===== src/rtl/dl_shift_pipe.sv =====
// Pipelined barrel shifter (SLL/SRL/SRA/ROL) with one elastic slot per stage.
// Shift levels are spread across NUM_STAGES registers; valid/ready on both sides.
module dl_shift_pipe #(
  parameter int unsigned NUM_BITS   = 32,
  parameter int unsigned NUM_STAGES = 2,
  localparam int unsigned NUM_SHIFT_BITS = $clog2(NUM_BITS)
) (
  input  logic                      clk,
  input  logic                      rst_n,
  input  logic                      in_valid,
  output logic                      in_ready,
  input  logic [1:0]                in_op,
  input  logic [NUM_BITS-1:0]       in_data,
  input  logic [NUM_SHIFT_BITS-1:0] in_shamt,
  output logic                      out_valid,
  input  logic                      out_ready,
  output logic [NUM_BITS-1:0]       out_data
);

  typedef enum logic [1:0] {
    OP_SLL = 2'd0,
    OP_SRL = 2'd1,
    OP_SRA = 2'd2,
    OP_ROL = 2'd3
  } op_e;

  localparam logic [NUM_BITS-1:0] ALL_ONES = '1;

  // One decomposition level: shift/rotate by a power of two.
  function automatic logic [NUM_BITS-1:0] f_level(
    input logic [1:0]          op,
    input logic [NUM_BITS-1:0] d,
    input logic                sign,
    input int unsigned         amt
  );
    logic [NUM_BITS-1:0] fill;
    fill = sign ? ~(ALL_ONES >> amt) : '0;
    case (op_e'(op))
      OP_SLL:  f_level = d << amt;
      OP_SRL:  f_level = d >> amt;
      OP_SRA:  f_level = (d >> amt) | fill;
      default: f_level = (d << amt) | (d >> (NUM_BITS - amt));
    endcase
  endfunction

  logic                      w_valid [NUM_STAGES];
  logic [NUM_BITS-1:0]       w_data  [NUM_STAGES];
  logic [1:0]                w_op    [NUM_STAGES];
  logic [NUM_SHIFT_BITS-1:0] w_shamt [NUM_STAGES];
  logic                      w_sign  [NUM_STAGES];
  logic                      w_ready [NUM_STAGES+1];
  logic                      w_adv   [NUM_STAGES];

  // Ready chain is resolved from the output backwards so a full pipe can accept while draining.
  always_comb begin
    w_ready[NUM_STAGES] = out_ready;
    for (int unsigned j = 0; j < NUM_STAGES; j++) begin
      w_adv[NUM_STAGES-1-j]   = w_valid[NUM_STAGES-1-j] && w_ready[NUM_STAGES-j];
      w_ready[NUM_STAGES-1-j] = !w_valid[NUM_STAGES-1-j] || w_adv[NUM_STAGES-1-j];
    end
  end

  for (genvar g = 0; g < NUM_STAGES; g++) begin : g_stage
    logic                      w_load;
    logic [NUM_BITS-1:0]       w_src_data;
    logic [1:0]                w_src_op;
    logic [NUM_SHIFT_BITS-1:0] w_src_shamt;
    logic                      w_src_sign;
    logic [NUM_BITS-1:0]       w_nxt_data;

    logic                      r_valid;
    logic [NUM_BITS-1:0]       r_data;
    logic [1:0]                r_op;
    logic [NUM_SHIFT_BITS-1:0] r_shamt;
    logic                      r_sign;

    if (g == 0) begin : g_first
      assign w_load      = in_valid && w_ready[0];
      assign w_src_data  = in_data;
      assign w_src_op    = in_op;
      assign w_src_shamt = in_shamt;
      assign w_src_sign  = in_data[NUM_BITS-1];
    end else begin : g_next
      assign w_load      = w_adv[g-1];
      assign w_src_data  = w_data[g-1];
      assign w_src_op    = w_op[g-1];
      assign w_src_shamt = w_shamt[g-1];
      assign w_src_sign  = w_sign[g-1];
    end

    // Level k lives in stage floor(k*NUM_STAGES/NUM_SHIFT_BITS).
    always_comb begin
      w_nxt_data = w_src_data;
      for (int unsigned k = 0; k < NUM_SHIFT_BITS; k++) begin
        if (((k * NUM_STAGES) / NUM_SHIFT_BITS) == g && w_src_shamt[k]) begin
          w_nxt_data = f_level(w_src_op, w_nxt_data, w_src_sign, 32'd1 << k);
        end
      end
    end

    always_ff @(posedge clk) begin
      if (!rst_n) begin
        r_valid <= 1'b0;
        r_data  <= '0;
        r_op    <= '0;
        r_shamt <= '0;
        r_sign  <= 1'b0;
      end else if (w_load) begin
        r_valid <= 1'b1;
        r_data  <= w_nxt_data;
        r_op    <= w_src_op;
        r_shamt <= w_src_shamt;
        r_sign  <= w_src_sign;
      end else if (w_adv[g]) begin
        r_valid <= 1'b0;
      end
    end

    assign w_valid[g] = r_valid;
    assign w_data[g]  = r_data;
    assign w_op[g]    = r_op;
    assign w_shamt[g] = r_shamt;
    assign w_sign[g]  = r_sign;
  end

  assign in_ready  = w_ready[0];
  assign out_valid = w_valid[NUM_STAGES-1];
  assign out_data  = w_data[NUM_STAGES-1];

endmodule


===== config.mk =====
export PLATFORM = sky130hd
export DESIGN_NAME = dl_shift_pipe
export DESIGN_NICKNAME = d
export VERILOG_FILES = /design/src/rtl/dl_shift_pipe.sv
export SDC_FILE = /design/constraint.sdc
export NUM_CORES = 1
export LEC_CHECK = 0
export CORE_ASPECT_RATIO = 1.25
export CORE_MARGIN = 8
export CORE_UTILIZATION = 58
export DETAILED_ROUTE_END_ITERATION = 10
export PLACE_DENSITY = 0.78
export SETUP_SLACK_MARGIN = 0.05
export SYNTH_ARGS = -nofsm -noshare
export SYNTH_HDL_FRONTEND = slang
export SYNTH_SLANG_ARGS = --single-unit

===== constraint.sdc =====
create_clock -name clk -period 2.7 [get_ports clk]
set_input_delay 0.54 -clock clk [delete_from_list [all_inputs] [get_ports clk]]
set_output_delay 0.54 -clock clk [all_outputs]
set_load 0.02 [all_outputs]

# After elaboration in Yosys (flattened, before gate mapping)
# Index checks and enable logic that the tools add are counted.
word_totals:
  ff_bits: 74
  latch_bits: 0
  ram_bits: 0
  rom_bits: 0
  inputBits: 43
  out_inout_bits: 34
  elab_cells: 51
  n_memories: 0
op_classes:
  add_sub_neg: 0
  mul: 0
  div_mod_pow: 0
  n_lt_le_gt_ge: 0
  eq_ne: 4
  shifts: 0
  mux: 19
  bitwise: 10
  reduce_logical: 11
ops:
  columns: ["cell", "n"]
  rows:
  - ["$pmux 32 s3", 5]
  - ["$mux 32", 10]
  - ["$or 16x32->32", 1]
  - ["$or 24x32->32", 1]
  - ["$or 28x32->32", 1]
  - ["$or 30x32->32", 1]
  - ["$or 31x32->32", 1]
  - ["$or 32x1->32", 1]
  - ["$or 32x16->32", 1]
  - ["$or 32x2->32", 1]
  - ["$or 32x4->32", 1]
  - ["$or 32x8->32", 1]
  - ["$eq 2x1->1 const B", 2]
  - ["$eq 2x2->1 const B", 2]
  - ["$logic_not 2->1", 2]
  - ["$mux 1", 4]
  - ["$reduce_bool 2->1", 2]
  - ["$logic_and 1x1->1", 3]
  - ["$logic_not 1->1", 2]
  - ["$logic_or 1x1->1", 2]

# Depth between registers and ports, before layout
# Gate-level depths: netlist (run 1).
logic_depth:
  depth_word: 10
  depth_mapped: 9
  ltp_nobuf: 5

# Worst setup path before layout (run 1)
# Ideal clock, no wire load.
synth_path:
  path_type: "input to register"
  from: "in in_shamt[0]"
  to: "reg g_stage[0].r_data[20]"
  setup_time_ns: 0.122
  arrival_time_ns: 2.082
  t_required_ns: 2.578
  path_slack_ns: 0.497
  stages: 6
  n_path_buf: 2
  path_cell_list: "buf_2 -> buf_2 -> inv_2 -> mux4_1 -> mux2_2 -> a221o_1"
synth_between:
  elab_chain_cells: 7
  word_cells_on_any_way: 9
  cone_classes: "mux: 5; bitwise: 4"
synth_rtl:
  columns: ["element", "line", "rtl"]
  rows:
  - ["start: declaration", "14", "input logic [NUM_SHIFT_BITS-1:0] in_shamt,"]
  - ["$mux 32 (*)", "95", "if (((k * NUM_STAGES) / NUM_SHIFT_BITS) == g && w_src_shamt[k]) begin"]
  - ["$or 32x2->32 or $or 30x32->32 (tied branches)", "42, 41", null]
  - ["$pmux 32 s3", "38", "case (op_e'(op))"]
  - ["$mux 32 (*)", "95", null]
  - ["$or 32x4->32 or $or 28x32->32 (tied branches)", "42, 41", null]
  - ["$pmux 32 s3", "38", null]
  - ["$mux 32 (*)", "95", null]
  - ["end signal: assignment", "110", "r_data <= w_nxt_data;"]
  - ["end: declaration", "72", "logic [NUM_BITS-1:0] r_data;"]
# Every way passes the cells marked *; elsewhere a longest branch is shown, timed or not.
# A chain may end at the register's enable or synchronous reset.

# Worst setup path in the final report (run 1)
layout_path:
  from: "in in_op[1]"
  to: "reg g_stage[0].r_data[2]"
layout_between:
  elab_chain_cells: 9
  word_cells_on_any_way: 13
  cone_classes: "eq/ne: 2; mux: 6; bitwise: 4; reduce/logical: 1"
layout_rtl:
  columns: ["element", "line", "rtl"]
  rows:
  - ["start: declaration", "12", "input logic [1:0] in_op,"]
  - ["$eq 2x2->1, or another cell as far along", "38", null]
  - ["$pmux 32 s3", "38", null]
  - ["$mux 32", "95", null]
  - ["$or 32x2->32 or $or 30x32->32 (tied branches)", "42, 41", null]
  - ["$pmux 32 s3", "38", null]
  - ["$mux 32", "95", null]
  - ["$or 32x4->32 or $or 28x32->32 (tied branches)", "42, 41", null]
  - ["$pmux 32 s3", "38", null]
  - ["$mux 32 (*)", "95", null]
# Marks and branches as above.

==> metrics.txt, run 1 <==
crit-path max cell delay=0.57 ns; Final Max Slew Viols=0; die footprint=15400 µm²; number of global-route vias before repair=7567; slack of the critical path=0.186 ns; DR pass1 iterations=8; GRT overflow=0; sequential group share of total power=32.4%; critical path class=input port to flip-flop; maximum fanout along the worst path=13; Worst-Margin Slew=0.704 ns; Root Buffer=clkbuf_16; synth top area cells=dfxtp_1, nand2_1, a21oi_1; reported net switching power=1420 µW; reg2reg setup slack=0.58 ns; DR vias=8400; WP depth=9; largest net degree at the start of global routing=64; placed inst area=7900 µm²; most frequent cell on the critical path=buf_4; combinational group share of total power=36.5%; CTS buffer count=9; syn_nets=1000; Ys Warns=0; leading post-synthesis cells by instance count=nand2_1, a21oi_1, nor2_1; first-pass GRT wire length=41.8 mm; status=finished, final reports clean; most common cell in the synthesized netlist=nand2_1; Routed WL=27.4 mm; sequential area share after synthesis=21.1%; Place WS=-0.299 ns; CTS clock-pin slew for the worst setup and hold paths=0.06 ns; DRC Markers=0; Post-Syn Area=6750 µm²; DP Wirelength=20.5 mm; Internal Power=2450 µW; share of Yosys cell area claimed by the top area cell type=21.1%; placed cell count=1149; Inserted Diodes=0; Final Hold Fails=0; Core ar.=11500 µm²; CTS tree=yes; all-layer global routing usage=34.4%; Worst Path Buf+Inv=4; initial antenna violation count=0; clock share of power=31.1%; startpoint types=input port; Final period util=93.1%; WP data required=2.88 ns; Fin Setup TNS=0 ns; fin nets=1068; leakage power=0.00300 µW; First DRT Iteration DRCs=1329; CTS Hold Bufs=0; CP top delay family=buffers and inverters; minimum clock period=2.51 ns; cell taking the most area after synthesis=dfxtp_1; slowest CP cell=o31ai_1; Seq cells post-synth=71; share of layout cells above drive strength 1=12.5%; final setup vio count=0; Arr. time, crit path=2.70 ns; Reg-to-Reg End=out_data[18]; post-route cell area=8230 µm²; CP cell instances=clkdlybuf4s50_1 -> xnor2_4 -> buf_4 -> buf_4 -> buf_4 -> a21oi_1 -> a221oi_1 -> o31ai_1 -> a32oi_1; H-tree lvl count=3; Post-synth EDFFs=0; maximum vdd drop=0.294 mV; Max-Slew Margin vs Limit=53.1%; Max Cap Viol=0; Top FF cell, synth=dfxtp_1; RSZ-0062 raised after global routing=false; die extent in x=113 µm; initial core utilization=58.7%; IO Pins=77; clk buf depth=2; Critical R2R Launch=g_stage[0].r_op[0]; Mapped Avg Cell Area=7.05 µm²; Synth async-reset ratio=0%; routability cong.=0.993; fin cells=1167; Unique masters post-synth=72; CTS sink cnt=71; Syn Inst Count=957; pwr dens=470 nW/µm²; WL/cell=23.5 µm; area grow syn2layout=21.8%; f_max=398 MHz; Setup crit end=g_stage[0].r_data[2]; Worst Setup End Kind=flip-flop; Final Core Density=71.5%; Die Span Y=137 µm; CP Launch Point=in_op[1]; Skew-Pair Late Insertion Delay=0.33 ns; Sw Ratio=36.7%; Worst R2R Path Depth=6; Final ANT Viol Nets=0; vias per inst=7.20; Final Skew=0.00503 ns; hold crit path type=flip-flop to flip-flop; row cnt=44; number of port buffers=76
repair_timing:
action / 4_1_cts / 5_1_grt
endpoints found under the setup margin: 1 / 2
resized for setup: 1 / 1
pin swaps: 0 / 1
gates cloned: 0 / 0
setup buffers: 0 / 3
placed cells by master, fill, tap and decap left out, drive strengths merged, types with 10 or more instances in the layout:
cell,count
a311oi,28
nor3,20
buf,81
mux2i,44
a211oi,33
a21o,14
nor2,77
o221ai,13
o21ai,58
clkdlybuf4s50,74
mux2,17
a21oi,100
clkbuf,10
a221o,10
dfxtp,71
nand2,148
nand3,31
nand2b,30
o211ai,14
a31oi,23
cell families after synthesis:
family	count (synthesis)	share of synthesized area (%)
AO/OA/AOI/OAI	360	36.3
AND/OR/NAND/NOR	348	23.4
buffers and inverters	106	6.84
flip-flops	71	21.1
multiplexers	67	11.4
XOR/XNOR	4	0.908
adder cells (fa/ha/maj)	1	0.148
stage by stage:
step | hold WS [ns] | total power (µW)
CTS | 0.456 | 3800
detailed placement | 0.449 | 2620
global placement | 0.440 | 2590
floorplan | 0.448 | 2080
finish | 0.457 | 3860
global route | 0.476 | 4000
area by class of cell:
class                           instances  area, µm²
Inverter                                8       30.0
Fill cell                             976       3280
Timing Repair Buffer                  155       1420
Sequential cell                        71       1420
Clock buffer                           10        239
Clock inverter                          5       58.8
Tap cell                              138        173
Multi-Input combinational cell        780       4880
worst min-delay path, cell delays in order, from the launching register on:
cell and delay [ns]:
dfxtp_1 0.31, nand2_1 0.05, a21oi_1 0.05
worst min-delay path by stage:
| stage | slack, ns | cells after the start | endpoint | start |
|---|---|---|---|---|
| 2_1_floorplan | 0.45 | 2 | out_valid | g_stage[0].r_valid |
| 5_1_grt | 0.48 | 2 | out_data[22] | out_data[22] |
| 6_report | 0.46 | 2 | out_data[27] | out_data[27] |
| 3_3_place_gp | 0.44 | 2 | out_data[20] | out_data[20] |
| 3_5_place_dp | 0.45 | 2 | out_data[22] | out_data[22] |
| 4_1_cts | 0.46 | 2 | out_data[22] | out_data[22] |
layer usage:
layer	global-route usage [%]	vias to the layer above	routed length, µm
li1	-	3737	-
met1	39.2	3883	9840
met5	0	-	0
met2	56.9	632	12600
met3	6.23	148	2820
met4	26.1	0	2190
state kept, by name, summed over array words and instances (netlist names):
register and count:
g_stage.r_valid 1, g_stage.r_op 2, g_stage.r_shamt 2, g_stage.r_data 32
g_stage.r_sign 1, out_valid 1, out_data 32
power groups by stage:
stage / combinational, µW / sequential (µW) / clock, µW
CTS: 1360 / 1240 / 1200
global placement: 1330 / 1260 / 0
global route: 1500 / 1260 / 1240
floorplan: 828 / 1250 / 0
finish: 1410 / 1250 / 1200
detailed placement: 1350 / 1270 / 0
(Power assumes the default switching activity.)
==> run 2, diff against run 1 <==
--- a/config.mk
+++ b/config.mk
@@ -8,9 +8,9 @@
 export CORE_ASPECT_RATIO = 1.25
 export CORE_MARGIN = 8
 export CORE_UTILIZATION = 58
+export CTS_CLUSTER_DIAMETER = 100
 export DETAILED_ROUTE_END_ITERATION = 10
 export PLACE_DENSITY = 0.78
-export SETUP_SLACK_MARGIN = 0.05
 export SYNTH_ARGS = -nofsm -noshare
 export SYNTH_HDL_FRONTEND = slang
 export SYNTH_SLANG_ARGS = --single-unit
==> run 2 against run 1 <==
Effect of this change:
- final cell count down 0.26%
- non-clock buffer count shrank 3
- critical path type unchanged
- design area decreased by 0.30%
- clock power about the same
- register-to-register slack barely moved
- fmax decreased by 4.0%
- sequential power is essentially flat
- die area stayed put
==> metrics.txt, run 2 (synthesis results as in run 1) <==
status=finished, final reports clean; clk buf depth=2; share of layout cells above drive strength 1=12.2%; pwr dens=470 nW/µm²; Die Span Y=137 µm; DR vias=8405; critical path class=input port to flip-flop; initial core utilization=58.7%; Max Cap Viol=0; row cnt=44; die extent in x=113 µm; Inserted Diodes=0; fin cells=1164; Final period util=97.0%; commonest cells after routing, fill and taps aside=nand2_1, a21oi_1, nor2_1, clkdlybuf4s50_1, buf_4; leakage power=0.00299 µW; largest net degree at the start of global routing=64; hold crit path type=flip-flop to flip-flop; setup bufs post-CTS=0; initial antenna violation count=0; area grow syn2layout=21.5%; vias per inst=7.22; Root Buffer=clkbuf_16; Final Core Density=71.3%; fin nets=1065; WL/cell=23.6 µm; startpoint types=input port; Final Max Slew Viols=0; Total Power=3860 µW; CTS Hold Bufs=0; maximum vdd drop=0.296 mV; Final ANT Viol Nets=0; Final Hold Fails=0; DR pass1 iterations=6; Final Skew=0.00612 ns; CTS buffer count=9; Worst-Margin Slew=0.712 ns; Arr. time, crit path=2.90 ns; First DRT Iteration DRCs=1350; RSZ-0062 raised after global routing=false; CTS sink cnt=71; H-tree lvl count=3; number of port buffers=76; first-pass GRT wire length=41.8 mm; DRC Markers=0; Skew-Pair Late Insertion Delay=0.34 ns; maximum fanout along the worst path=16; WP data required=2.98 ns; Routed WL=27.5 mm; CTS tree=yes; minimum clock period=2.62 ns; most common cell after layout, fill and taps aside=nand2_1; final setup vio count=0; placed cell count=1149; f_max=382 MHz; Worst Setup End Kind=flip-flop; IO Pins=77; routability cong.=0.993; number of global-route vias before repair=7567; Max-Slew Margin vs Limit=52.5%; GRT overflow=0; Core ar.=11500 µm²; die footprint=15400 µm²; DP Wirelength=20.5 mm; all-layer global routing usage=34.4%; CTS clock-pin slew for the worst setup and hold paths=0.06 ns
## run 2: cell types whose count changed in the layout (fill, tap and decap cells not counted), sizes merged
cell	before	now
buf	81	78
## run 2: worst paths after layout
kind	from	to	slack [ns]	cells past startpoint
worst max register to register	g_stage[0].r_op[0]	out_data[18]	0.59	6
worst min-delay path	out_data[27]	out_data[27]	0.46	2
worst max-delay path	in_op[1]	g_stage[0].r_data[1]	0.08	8
worst min register to register	out_data[27]	out_data[27]	0.46	2
## run 2: through the flow
step	TNS [ns]	setup slack [ns]	hold WS, ns	area (µm²)
floorplan	0	0.497	0.448	6750
global placement	-1.42	-0.298	0.440	7900
detailed placement	-2.09	-0.299	0.449	7900
CTS	0	0.0312	0.456	8200
global route	0	0.00825	0.476	8200
finish	0	0.0805	0.459	8200
## run 2: worst max-delay path: stages
cell	delay [ns]
clkdlybuf4s50_1	0.58
buf_4	0.27
nor2b_1	0.37
o21ai_0	0.25
and3_1	0.24
o221ai_1	0.30
buf_4	0.19
a32o_1	0.15
## run 2: where the power goes
| part | internal [µW] | switching (µW) | leakage, µW |
|---|---|---|---|
| clock network | 735 | 468 | 0.000141 |
| logic | 573 | 832 | 0.00226 |
| registers | 1130 | 120 | 0.000585 |
## run 2: repair_timing
action                                  CTS  global route
endpoints found under the setup margin    0             1
hold endpoints to repair                  0             0
resized for setup                         0             1
## run 2: per-layer routing
layer / vias up / track usage (%) / routed length (µm)
met5: - / 0 / 0
met3: 143 / 6.23 / 2820
met4: 0 / 26.1 / 2090
met1: 3862 / 39.2 / 9820
met2: 673 / 56.9 / 12700
li1: 3727 / - / -
## run 2: layout make-up
cell class	count	area [µm²]
Clock buffer	10	239
Clock inverter	5	58.8
Fill cell	977	3300
Inverter	8	30.0
Multi-Input combinational cell	780	4880
Sequential cell	71	1420
Tap cell	138	173
Timing Repair Buffer	152	1400
==> run 3, diff against run 2 <==
--- a/config.mk
+++ b/config.mk
@@ -5,6 +5,7 @@
 export SDC_FILE = /design/constraint.sdc
 export NUM_CORES = 1
 export LEC_CHECK = 0
+export CAP_MARGIN = 20
 export CORE_ASPECT_RATIO = 1.25
 export CORE_MARGIN = 8
 export CORE_UTILIZATION = 58
==> results of run 3 <==
The final DEF is identical to that of run 2; final timing and power are the same.
